<file path="config.mk">
export PLATFORM = sky130hd
export DESIGN_NAME = panda_risc_v_itcm_icb_slave
export DESIGN_NICKNAME = d
export VERILOG_FILES = /design/src/rtl/panda_risc_v_icb_pkg.sv /design/src/rtl/panda_risc_v_itcm_rsp_fifo.sv /design/src/rtl/panda_risc_v_itcm_icb_slave.sv
export SDC_FILE = /design/constraint.sdc
export NUM_CORES = 1
export LEC_CHECK = 0
export ABC_AREA = 0
export ABC_CLOCK_PERIOD_IN_PS = 5500
export CAP_MARGIN = 20
export CORE_ASPECT_RATIO = 1.1
export CORE_UTILIZATION = 35
export DETAILED_ROUTE_END_ITERATION = 8
export GPL_TIMING_DRIVEN = 0
export PLACE_DENSITY = 0.72
export SYNTH_ARGS = -nofsm -noshare
export SYNTH_HDL_FRONTEND = slang
export SYNTH_HIERARCHICAL = 1
export SYNTH_SLANG_ARGS = --single-unit
</file>
<file path="constraint.sdc">
create_clock -name clk -period 5.5 [get_ports clk]
set_input_delay 0.825 -clock clk [delete_from_list [all_inputs] [get_ports clk]]
set_output_delay 0.825 -clock clk [all_outputs]
set_load 0.01 [all_outputs]
</file>
<file path="src/rtl/panda_risc_v_icb_pkg.sv">
// Shared ICB field widths, response error encoding and the response bundle
// carried from the ITCM datapath into its response FIFO.
package panda_risc_v_icb_pkg;

    localparam int ADDR_W = 32;
    localparam int DATA_W = 32;
    localparam int MASK_W = 4;

    localparam logic ICB_RSP_OK  = 1'b0;
    localparam logic ICB_RSP_ERR = 1'b1;

    typedef struct packed {
        logic              err;
        logic [DATA_W-1:0] rdata;
    } icb_rsp_t;

endpackage

</file>
<file path="src/rtl/panda_risc_v_itcm_rsp_fifo.sv">
// In-order response buffer for the ITCM slave; the head entry is read
// straight out of the storage registers.
module panda_risc_v_itcm_rsp_fifo
    import panda_risc_v_icb_pkg::*;
#(
    parameter int unsigned depth = 4
) (
    input  logic     clk,
    input  logic     rst,
    input  logic     push,
    input  icb_rsp_t din,
    input  logic     pop,
    output icb_rsp_t dout,
    output logic     full,
    output logic     empty
);

    localparam int PW = $clog2(depth);

    logic [PW:0] wptr;
    logic [PW:0] rptr;
    icb_rsp_t    mem [depth];

    // Extra pointer bit distinguishes full from empty when indices match.
    assign empty = (wptr == rptr);
    assign full  = (wptr[PW] != rptr[PW]) &&
                   (wptr[PW-1:0] == rptr[PW-1:0]);
    assign dout  = mem[rptr[PW-1:0]];

    always_ff @(posedge clk) begin
        if (rst) begin
            wptr <= '0;
            rptr <= '0;
        end else begin
            if (push) begin
                wptr <= wptr + 1'b1;
            end
            if (pop && !empty) begin
                rptr <= rptr + 1'b1;
            end
        end
    end

    always_ff @(posedge clk) begin
        if (push) begin
            mem[wptr[PW-1:0]] <= din;
        end
    end

    always_ff @(posedge clk) begin
        if (!rst) begin
            assert (!(push && full));
        end
    end

endmodule

</file>
<file path="src/rtl/panda_risc_v_itcm_icb_slave.sv">
// ICB responder for the ITCM: decodes commands, drives a 1-cycle-latency
// SRAM and returns in-order responses under a credit-based flow control.
module panda_risc_v_itcm_icb_slave
    import panda_risc_v_icb_pkg::*;
#(
    parameter logic [31:0] itcm_base_addr   = 32'h0000_0000,
    parameter int unsigned itcm_depth       = 8192,
    parameter int unsigned rsp_fifo_depth   = 4,
    parameter int          simulation_delay = 1
) (
    input  logic                          clk,
    input  logic                          rst,
    input  logic [ADDR_W-1:0]             s_icb_cmd_addr,
    input  logic                          s_icb_cmd_read,
    input  logic [DATA_W-1:0]             s_icb_cmd_wdata,
    input  logic [MASK_W-1:0]             s_icb_cmd_wmask,
    input  logic                          s_icb_cmd_valid,
    output logic                          s_icb_cmd_ready,
    output logic [DATA_W-1:0]             s_icb_rsp_rdata,
    output logic                          s_icb_rsp_err,
    output logic                          s_icb_rsp_valid,
    input  logic                          s_icb_rsp_ready,
    output logic                          sram_en,
    output logic [MASK_W-1:0]             sram_wen,
    output logic [$clog2(itcm_depth)-1:0] sram_addr,
    output logic [DATA_W-1:0]             sram_din,
    input  logic [DATA_W-1:0]             sram_dout
);

    localparam int AW = $clog2(itcm_depth);
    localparam int CW = $clog2(rsp_fifo_depth + 1);
    localparam logic [ADDR_W-1:0] WIN_BYTES = ADDR_W'(64'(itcm_depth) << 2);

    if (rsp_fifo_depth < 2 || rsp_fifo_depth > 16 ||
        itcm_depth < 16 || itcm_depth > 65536 ||
        simulation_delay < 0) begin : g_bad_param
        $error("panda_risc_v_itcm_icb_slave: illegal parameter");
    end

    logic [CW-1:0]     outstanding;
    logic              cmd_hs;
    logic              rsp_hs;
    logic [ADDR_W-1:0] off;
    logic              range_err;
    logic              align_err;
    logic              err;
    logic              s1_valid;
    logic              s1_err;
    logic              s1_read;
    icb_rsp_t          fifo_din;
    icb_rsp_t          fifo_dout;
    logic              fifo_full;
    logic              fifo_empty;

    // Credit covers stage 1 plus FIFO, so a push always finds space.
    assign s_icb_cmd_ready = !rst && (outstanding < CW'(rsp_fifo_depth));
    assign s_icb_rsp_valid = !rst && !fifo_empty;
    assign cmd_hs = s_icb_cmd_valid && s_icb_cmd_ready;
    assign rsp_hs = s_icb_rsp_valid && s_icb_rsp_ready;

    assign off       = s_icb_cmd_addr - itcm_base_addr;
    assign range_err = (off >= WIN_BYTES);
    assign align_err = (s_icb_cmd_addr[1:0] != 2'b00);
    assign err       = range_err || align_err;

    assign sram_en   = cmd_hs && !err;
    assign sram_wen  = (sram_en && !s_icb_cmd_read) ? s_icb_cmd_wmask : '0;
    assign sram_addr = off[2 +: AW];
    assign sram_din  = s_icb_cmd_wdata;

    always_ff @(posedge clk) begin
        if (rst) begin
            outstanding <= '0;
        end else if (cmd_hs && !rsp_hs) begin
            outstanding <= outstanding + 1'b1;
        end else if (!cmd_hs && rsp_hs) begin
            outstanding <= outstanding - 1'b1;
        end
    end

    always_ff @(posedge clk) begin
        if (rst) begin
            s1_valid <= 1'b0;
            s1_err   <= 1'b0;
            s1_read  <= 1'b0;
        end else begin
            s1_valid <= cmd_hs;
            s1_err   <= err;
            s1_read  <= s_icb_cmd_read;
        end
    end

    always_comb begin
        fifo_din.err   = s1_err ? ICB_RSP_ERR : ICB_RSP_OK;
        fifo_din.rdata = (s1_read && !s1_err) ? sram_dout : '0;
    end

    panda_risc_v_itcm_rsp_fifo #(
        .depth (rsp_fifo_depth)
    ) u_rsp_fifo (
        .clk   (clk),
        .rst   (rst),
        .push  (s1_valid),
        .din   (fifo_din),
        .pop   (rsp_hs),
        .dout  (fifo_dout),
        .full  (fifo_full),
        .empty (fifo_empty)
    );

    assign s_icb_rsp_rdata = s_icb_rsp_valid ? fifo_dout.rdata : '0;
    assign s_icb_rsp_err   = s_icb_rsp_valid ? fifo_dout.err : ICB_RSP_OK;

endmodule

</file>
==> flow_metrics.py, run 1 <==
metrics = {
    "floorplanning": {
        "die_h_um": 144,
        "dieArea_um2": 18800,
        "core_area_um2": 17800,
        "ios": 190,
        "start_util_pct": 36.0,
        "std_cell_rows": 51,
        "die_w_um": 131,
    },
    "route": {
        "vias": 3680,
        "post_drt_wl_per_cell_um": 16.5,
        "routed_wl_mm": 13.2,
        "ant_nets": 0,
        "firstDrtPassIters": 4,
        "vias_per_cell": 4.59,
        "drtIter0Drc": 194,
        "drcViolationCount": 0,
    },
    "setup_path": {
        "cp-start-kind": "input pin",
        "crit_start": "rst",
        "r2r-start": "u_rsp_fifo/rptr[0]$_SDFFE_PP0P_",
        "critical_path_class": "input pin to primary output",
        "r2r_slack_ns": 2.78,
        "cp_num_buf_inv": 4,
        "crit_path_cell_trace": "clkdlybuf4s50_1 > buf_6 > nor2_4 > clkbuf_1 > and2_1 > clkdlybuf4s50_1",
        "crit_path_max_fanout": 10,
        "max_stage_delay_ns": 0.60,
        "crit_required_ns": 4.68,
        "r2r-end": "outstanding[2]$_SDFFE_PP0P_",
        "critPathMostFrequentCell": "clkdlybuf4s50_1",
        "cp.arrival_ns": 3.11,
        "slowest_stage": "clkdlybuf4s50_1",
        "end_kind": "primary output",
        "crit_family": "buffers and inverters",
        "crit_end": "s_icb_rsp_rdata[19]",
        "reg2reg_depth": 11,
        "path_depth": 6,
    },
    "pwr": {
        "combPwrFrac_pct": 16.3,
        "seq_power_share_pct": 42.2,
        "p_int_uw": 2380,
        "vdd_ir_drop_max_uv": 213,
        "switchingPower_uw": 631,
        "switching_share_pct": 21.0,
        "power.total_uw": 3010,
        "p_per_area_nw_per_um2": 339,
        "pwr-share-clk_pct": 41.5,
        "power_leakage_uw": 0.00309,
    },
    "finish": {
        "final_cell_mix": "144 x clkdlybuf4s50_1, 132 x edfxtp_1, 65 x and2_1",
        "num_antenna_cells": 0,
        "area_growth_pct": 38.6,
        "layout-drive-gt1-share_pct": 23.4,
        "final_common_cell": "clkdlybuf4s50_1",
        "fin_nets": 662,
    },
    "placement": {
        "dp_hpwl_mm": 9.34,
        "gp_congestion": 0.710,
        "dp_slack_ns": 1.50,
        "port-buffer-count": 144,
    },
    "cts": {
        "postCtsSetupRepairBufs": 0,
        "numClockSinks": 146,
        "clkTransAtPathRegs_ns": 0.06,
        "cts_resized": 0,
        "clock_tree.root_cell": "clkbuf_16",
        "hold_buffers": 0,
        "clk_latency_ns": 0.41,
        "h-tree-depth": 4,
        "cts_buffer_depth": 2,
        "cts_tree": "yes",
        "cts_buffers": 17,
    },
    "timing": {
        "finalHoldViolCount": 0,
        "relSlewSlack_pct": 66.1,
        "setup_viol": 0,
        "tightest_slew_ns": 0.508,
        "fin_setup_tns_ns": 0,
        "skew_ns": 0.00702,
        "timing.final.crit_share_pct": 71.5,
        "timing.fmax_mhz": 254,
        "final.setup.worst_slack_ns": 1.57,
        "grt_setup_unrepaired": "no",
        "maxSlewViolCount": 0,
        "period_needed_ns": 3.93,
    },
    "grt": {
        "grtUsageTotal_pct": 14.8,
        "grt_pass1_vias": 3788,
        "grt_start_max_net_pins": 21,
        "antenna_found_initial": 0,
        "grt_pass1_wl_mm": 20.0,
        "grt-ovfl-total": 0,
    },
    "status": {
        "status": "completed",
    },
    "worst_hold_path": {
        "min_path_type": "flop to flop",
        "whs_path_depth": 0,
    },
    "logic_synthesis": {
        "synth_area_um2": 6410,
        "yosys_warnings": 6,
        "syn-num-nets": 495,
        "syn_area_per_cell_um2": 16.7,
        "synth_cells": 383,
    },
    "job": {
        "maxCapViolCount": 0,
    },
}
==> layout make-up <==
class	instances	area (um2)
Clock buffer	19	433
Timing Repair Buffer	148	1520
Inverter	6	22.5
Sequential cell	146	4240
Tap cell	238	298
Multi-Input combinational cell	171	1720
Clock inverter	13	214
Buffer	60	423
Fill cell	1474	8930
==> worst min path at each step <==
stage / from / to / slack, ns
2_1_floorplan: s1_err$_SDFF_PP0_ / u_rsp_fifo/mem[0][32]$_DFFE_PP_ / 0.46
3_3_place_gp: s1_err$_SDFF_PP0_ / u_rsp_fifo/mem[0][32]$_DFFE_PP_ / 0.48
3_5_place_dp: s1_err$_SDFF_PP0_ / u_rsp_fifo/mem[1][32]$_DFFE_PP_ / 0.50
4_1_cts: s1_err$_SDFF_PP0_ / u_rsp_fifo/mem[3][32]$_DFFE_PP_ / 0.51
5_1_grt: s1_err$_SDFF_PP0_ / u_rsp_fifo/mem[3][32]$_DFFE_PP_ / 0.54
6_report: s1_err$_SDFF_PP0_ / u_rsp_fifo/mem[3][32]$_DFFE_PP_ / 0.51
==> through the flow <==
step | cell area (um2) | cells | util (%) | hold WS (ns)
final | 8880 | 801 | 49.9 | 0.506
after global routing | 8880 | 801 | 49.9 | 0.536
after detailed placement | 8230 | 769 | 46.2 | 0.500
after CTS | 8880 | 801 | 49.9 | 0.514
after floorplan | 6410 | 383 | - | 0.461
after global placement | 8150 | 765 | 45.8 | 0.478
==> flip-flops by register name (all words and copies together), names as in the netlist, named ones only <==
signal and flops:
s1_read 1, s1_valid 1, u_rsp_fifo/rptr 3, outstanding 3, u_rsp_fifo/mem 132, u_rsp_fifo/wptr 3
s1_err 1
==> power groups by stage <==
stage	clock network, uW	registers, uW	logic (uW)
5_1_grt	1320	1270	534
3_3_place_gp	0	1290	485
3_5_place_dp	0	1290	501
4_1_cts	1280	1270	503
6_report	1250	1270	491
2_1_floorplan	0	1290	289
==> per-layer routing <==
metal	GRT usage [%]	vias to the layer above	share of wire, %
met3	4.39	13	4.8
met5	0	-	0
met2	27.9	96	56
met1	15.6	1850	38
met4	4.48	0	0.93
li1	-	1721	-
Note: power is estimated with default switching activity, not from simulation.
==> run 2, diff against run 1 <==
--- a/config.mk
+++ b/config.mk
@@ -6,7 +6,7 @@
 export NUM_CORES = 1
 export LEC_CHECK = 0
 export ABC_AREA = 0
-export ABC_CLOCK_PERIOD_IN_PS = 5500
+export ABC_CLOCK_PERIOD_IN_PS = 3950
 export CAP_MARGIN = 20
 export CORE_ASPECT_RATIO = 1.1
 export CORE_UTILIZATION = 35
==> constraint.sdc (replaced) <==
create_clock -name clk -period 3.95 [get_ports clk]
set_input_delay 0.5925 -clock clk [delete_from_list [all_inputs] [get_ports clk]]
set_output_delay 0.5925 -clock clk [all_outputs]
set_load 0.01 [all_outputs]
==> results of run 2 <==
Same layout as run 1 (identical final DEF). Status: completed.
Among the figures that moved: setup slack after placement 1.50 ns -> 0.418 ns; setup slack after layout 1.57 ns -> 0.482 ns; register-to-register setup slack 2.78 ns -> 1.23 ns; total power 3010 uW -> 4190 uW; worst IR drop on VDD 213 uV -> 297 uV
==> run 3, diff against run 2 <==
--- a/config.mk
+++ b/config.mk
@@ -15,5 +15,4 @@
 export PLACE_DENSITY = 0.72
 export SYNTH_ARGS = -nofsm -noshare
 export SYNTH_HDL_FRONTEND = slang
-export SYNTH_HIERARCHICAL = 1
 export SYNTH_SLANG_ARGS = --single-unit
==> flow_metrics.py, run 3 <==
metrics = {
    "status": {
        "status": "completed",
    },
    "cts": {
        "clk_latency_ns": 0.41,
        "cts_resized": 0,
        "cts_tree": "yes",
        "h-tree-depth": 4,
        "postCtsSetupRepairBufs": 0,
        "hold_buffers": 0,
        "clock_tree.root_cell": "clkbuf_16",
        "cts_buffers": 17,
        "clkTransAtPathRegs_ns": 0.06,
        "cts_buffer_depth": 2,
        "numClockSinks": 146,
    },
    "logic_synthesis": {
        "syn-num-nets": 496,
        "synth_area_um2": 6400,
        "async_flop_share_pct": 0,
        "synth.area.top_cells": "edfxtp_1 62%, mux4_2 12%, and2_1 6.7%",
        "synth_area_leader_cell": "edfxtp_1",
        "yosys-top-cells-count": "132 x edfxtp_1, 69 x and2_1, 48 x buf_4, 33 x mux4_2, 14 x dfxtp_1",
        "synth_top_area_share_pct": 61.9,
        "ys_types": 35,
        "syn_area_per_cell_um2": 16.7,
        "yosysMostFrequentCell": "edfxtp_1",
        "ys_seq_area_share_pct": 66.3,
        "yosys_warnings": 0,
        "synth_cells": 384,
        "ys_seq_elements": 146,
        "synth_edf_count": 132,
        "ys.flop_type": "edfxtp_1",
    },
    "pwr": {
        "power_leakage_uw": 0.00302,
        "vdd_ir_drop_max_uv": 307,
        "power.total_uw": 4220,
        "p_per_area_nw_per_um2": 478,
    },
    "placement": {
        "dpl.cell_count": 770,
        "dp_hpwl_mm": 9.05,
        "gp_congestion": 0.686,
        "port-buffer-count": 144,
    },
    "timing": {
        "skew_ns": 0.00796,
        "finalHoldViolCount": 0,
        "setup_viol": 0,
        "grt_setup_unrepaired": "no",
        "period_needed_ns": 3.33,
        "tightest_slew_ns": 0.722,
        "relSlewSlack_pct": 51.9,
        "whs_ns": 0.489,
        "fin_setup_tns_ns": 0,
        "timing.final.crit_share_pct": 84.3,
        "maxSlewViolCount": 0,
        "timing.fmax_mhz": 300,
    },
    "floorplanning": {
        "dieArea_um2": 18800,
        "ios": 190,
        "core_area_um2": 17800,
        "die_h_um": 144,
        "std_cell_rows": 51,
        "die_w_um": 131,
        "start_util_pct": 36.0,
    },
    "finish": {
        "num_antenna_cells": 0,
        "post-route-util_pct": 49.6,
        "nFillCells": 1507,
        "final_common_cell": "clkdlybuf4s50_1",
        "layout-drive-gt1-share_pct": 23.0,
        "largest_reg_flops": 132,
        "fin_nets": 663,
        "area_growth_pct": 37.8,
        "final_cell_mix": "144 x clkdlybuf4s50_1, 132 x edfxtp_1, 65 x and2_1",
        "stdcell_count": 802,
    },
    "grt": {
        "antenna_found_initial": 0,
        "grt_start_max_net_pins": 24,
        "grt-ovfl-total": 0,
        "grt_pass1_wl_mm": 19.7,
        "grtUsageTotal_pct": 14.6,
        "grt_pass1_vias": 3873,
    },
    "setup_path": {
        "cp.arrival_ns": 2.74,
        "r2r_slack_ns": 1.36,
        "crit_path_max_fanout": 8,
        "crit_path_cell_trace": "clkdlybuf4s50_1 > nor3b_1 > nand3b_1 > nor3_1 > clkdlybuf4s50_1",
        "crit_end": "sram_wen[1]",
        "r2r-end": "outstanding[2]$_SDFFE_PP0P_",
        "crit_start": "rst",
        "critical_path_class": "input pin to primary output",
        "cp-start-kind": "input pin",
        "reg2reg_depth": 11,
        "crit_required_ns": 3.36,
        "slowest_stage": "nor3b_1",
        "max_stage_delay_ns": 0.67,
        "critPathMostFrequentCell": "clkdlybuf4s50_1",
        "end_kind": "primary output",
        "r2r-start": "u_rsp_fifo.wptr[1]$_SDFFE_PP0P_",
    },
    "route": {
        "drcViolationCount": 0,
        "routed_wl_mm": 12.8,
        "drtIter0Drc": 115,
        "ant_nets": 0,
        "post_drt_wl_per_cell_um": 16.0,
        "firstDrtPassIters": 4,
        "vias_per_cell": 4.61,
        "vias": 3701,
    },
    "job": {
        "maxCapViolCount": 0,
    },
    "worst_hold_path": {
        "min_path_type": "flop to flop",
    },
}
==> run 3: area by class of cell <==
cell class                      count  area (um2)  share of cell area [%]
Sequential cell                   146        4240                    48.1
Timing Repair Buffer              148        1540                    17.4
Inverter                            5        18.8                   0.213
Tap cell                          238         298                    3.37
Buffer                             61         423                    4.79
Clock buffer                       18         429                    4.86
Multi-Input combinational cell    172        1720                    19.5
Clock inverter                     14         154                    1.74
==> run 3: per-stage QoR <==
step | worst slack, ns | cell area [um2]
2_1_floorplan | 1.62 | 6400
6_report | 0.619 | 8830
4_1_cts | 0.601 | 8830
5_1_grt | 0.458 | 8830
3_5_place_dp | 0.598 | 8240
3_3_place_gp | 0.632 | 8140
==> run 3: layer usage <==
| metal | vias to the layer above | part of all wire, % | GRT usage [%] |
|---|---|---|---|
| met4 | 0 | 2.2 | 5.99 |
| met2 | 136 | 55 | 26.3 |
| met3 | 28 | 5.9 | 4.24 |
| met1 | 1803 | 37 | 15.9 |
| li1 | 1734 | - | - |
| met5 | - | 0 | 0 |
==> run 3: report_power, final <==
group          switching, uW  total [uW]  internal, uW
registers               37.3        1800          1760
clock network            618        1560           937
logic                    361         870           509
==> run 3: logic make-up after synthesis <==
family / after synthesis / share of synthesized area [%]
xor+xnor: 10 / 1.72
flops: 146 / 66.3
compound gates: 11 / 1.33
simple gates: 109 / 10.4
mux: 35 / 11.9
buf+inv: 66 / 6.90
fa+ha+maj: 7 / 1.48
==> run 3: worst min-delay path by stage <==
stage	endpoint	cells past startpoint	start	slack, ns
6_report	s1_valid$_SDFF_PP0_	1	outstanding[2]$_SDFFE_PP0P_	0.49
5_1_grt	s1_valid$_SDFF_PP0_	1	outstanding[2]$_SDFFE_PP0P_	0.52
4_1_cts	s1_valid$_SDFF_PP0_	1	outstanding[2]$_SDFFE_PP0P_	0.49
3_5_place_dp	s1_valid$_SDFF_PP0_	1	outstanding[2]$_SDFFE_PP0P_	0.47
3_3_place_gp	s1_valid$_SDFF_PP0_	1	outstanding[2]$_SDFFE_PP0P_	0.47
2_1_floorplan	s1_valid$_SDFF_PP0_	1	outstanding[2]$_SDFFE_PP0P_	0.45
==> run 3: worst max-delay path: cells and delay by family <==
family                 cells  cell delay [ns]
buffers and inverters      2             1.16
and+or+nand+nor            3             0.99
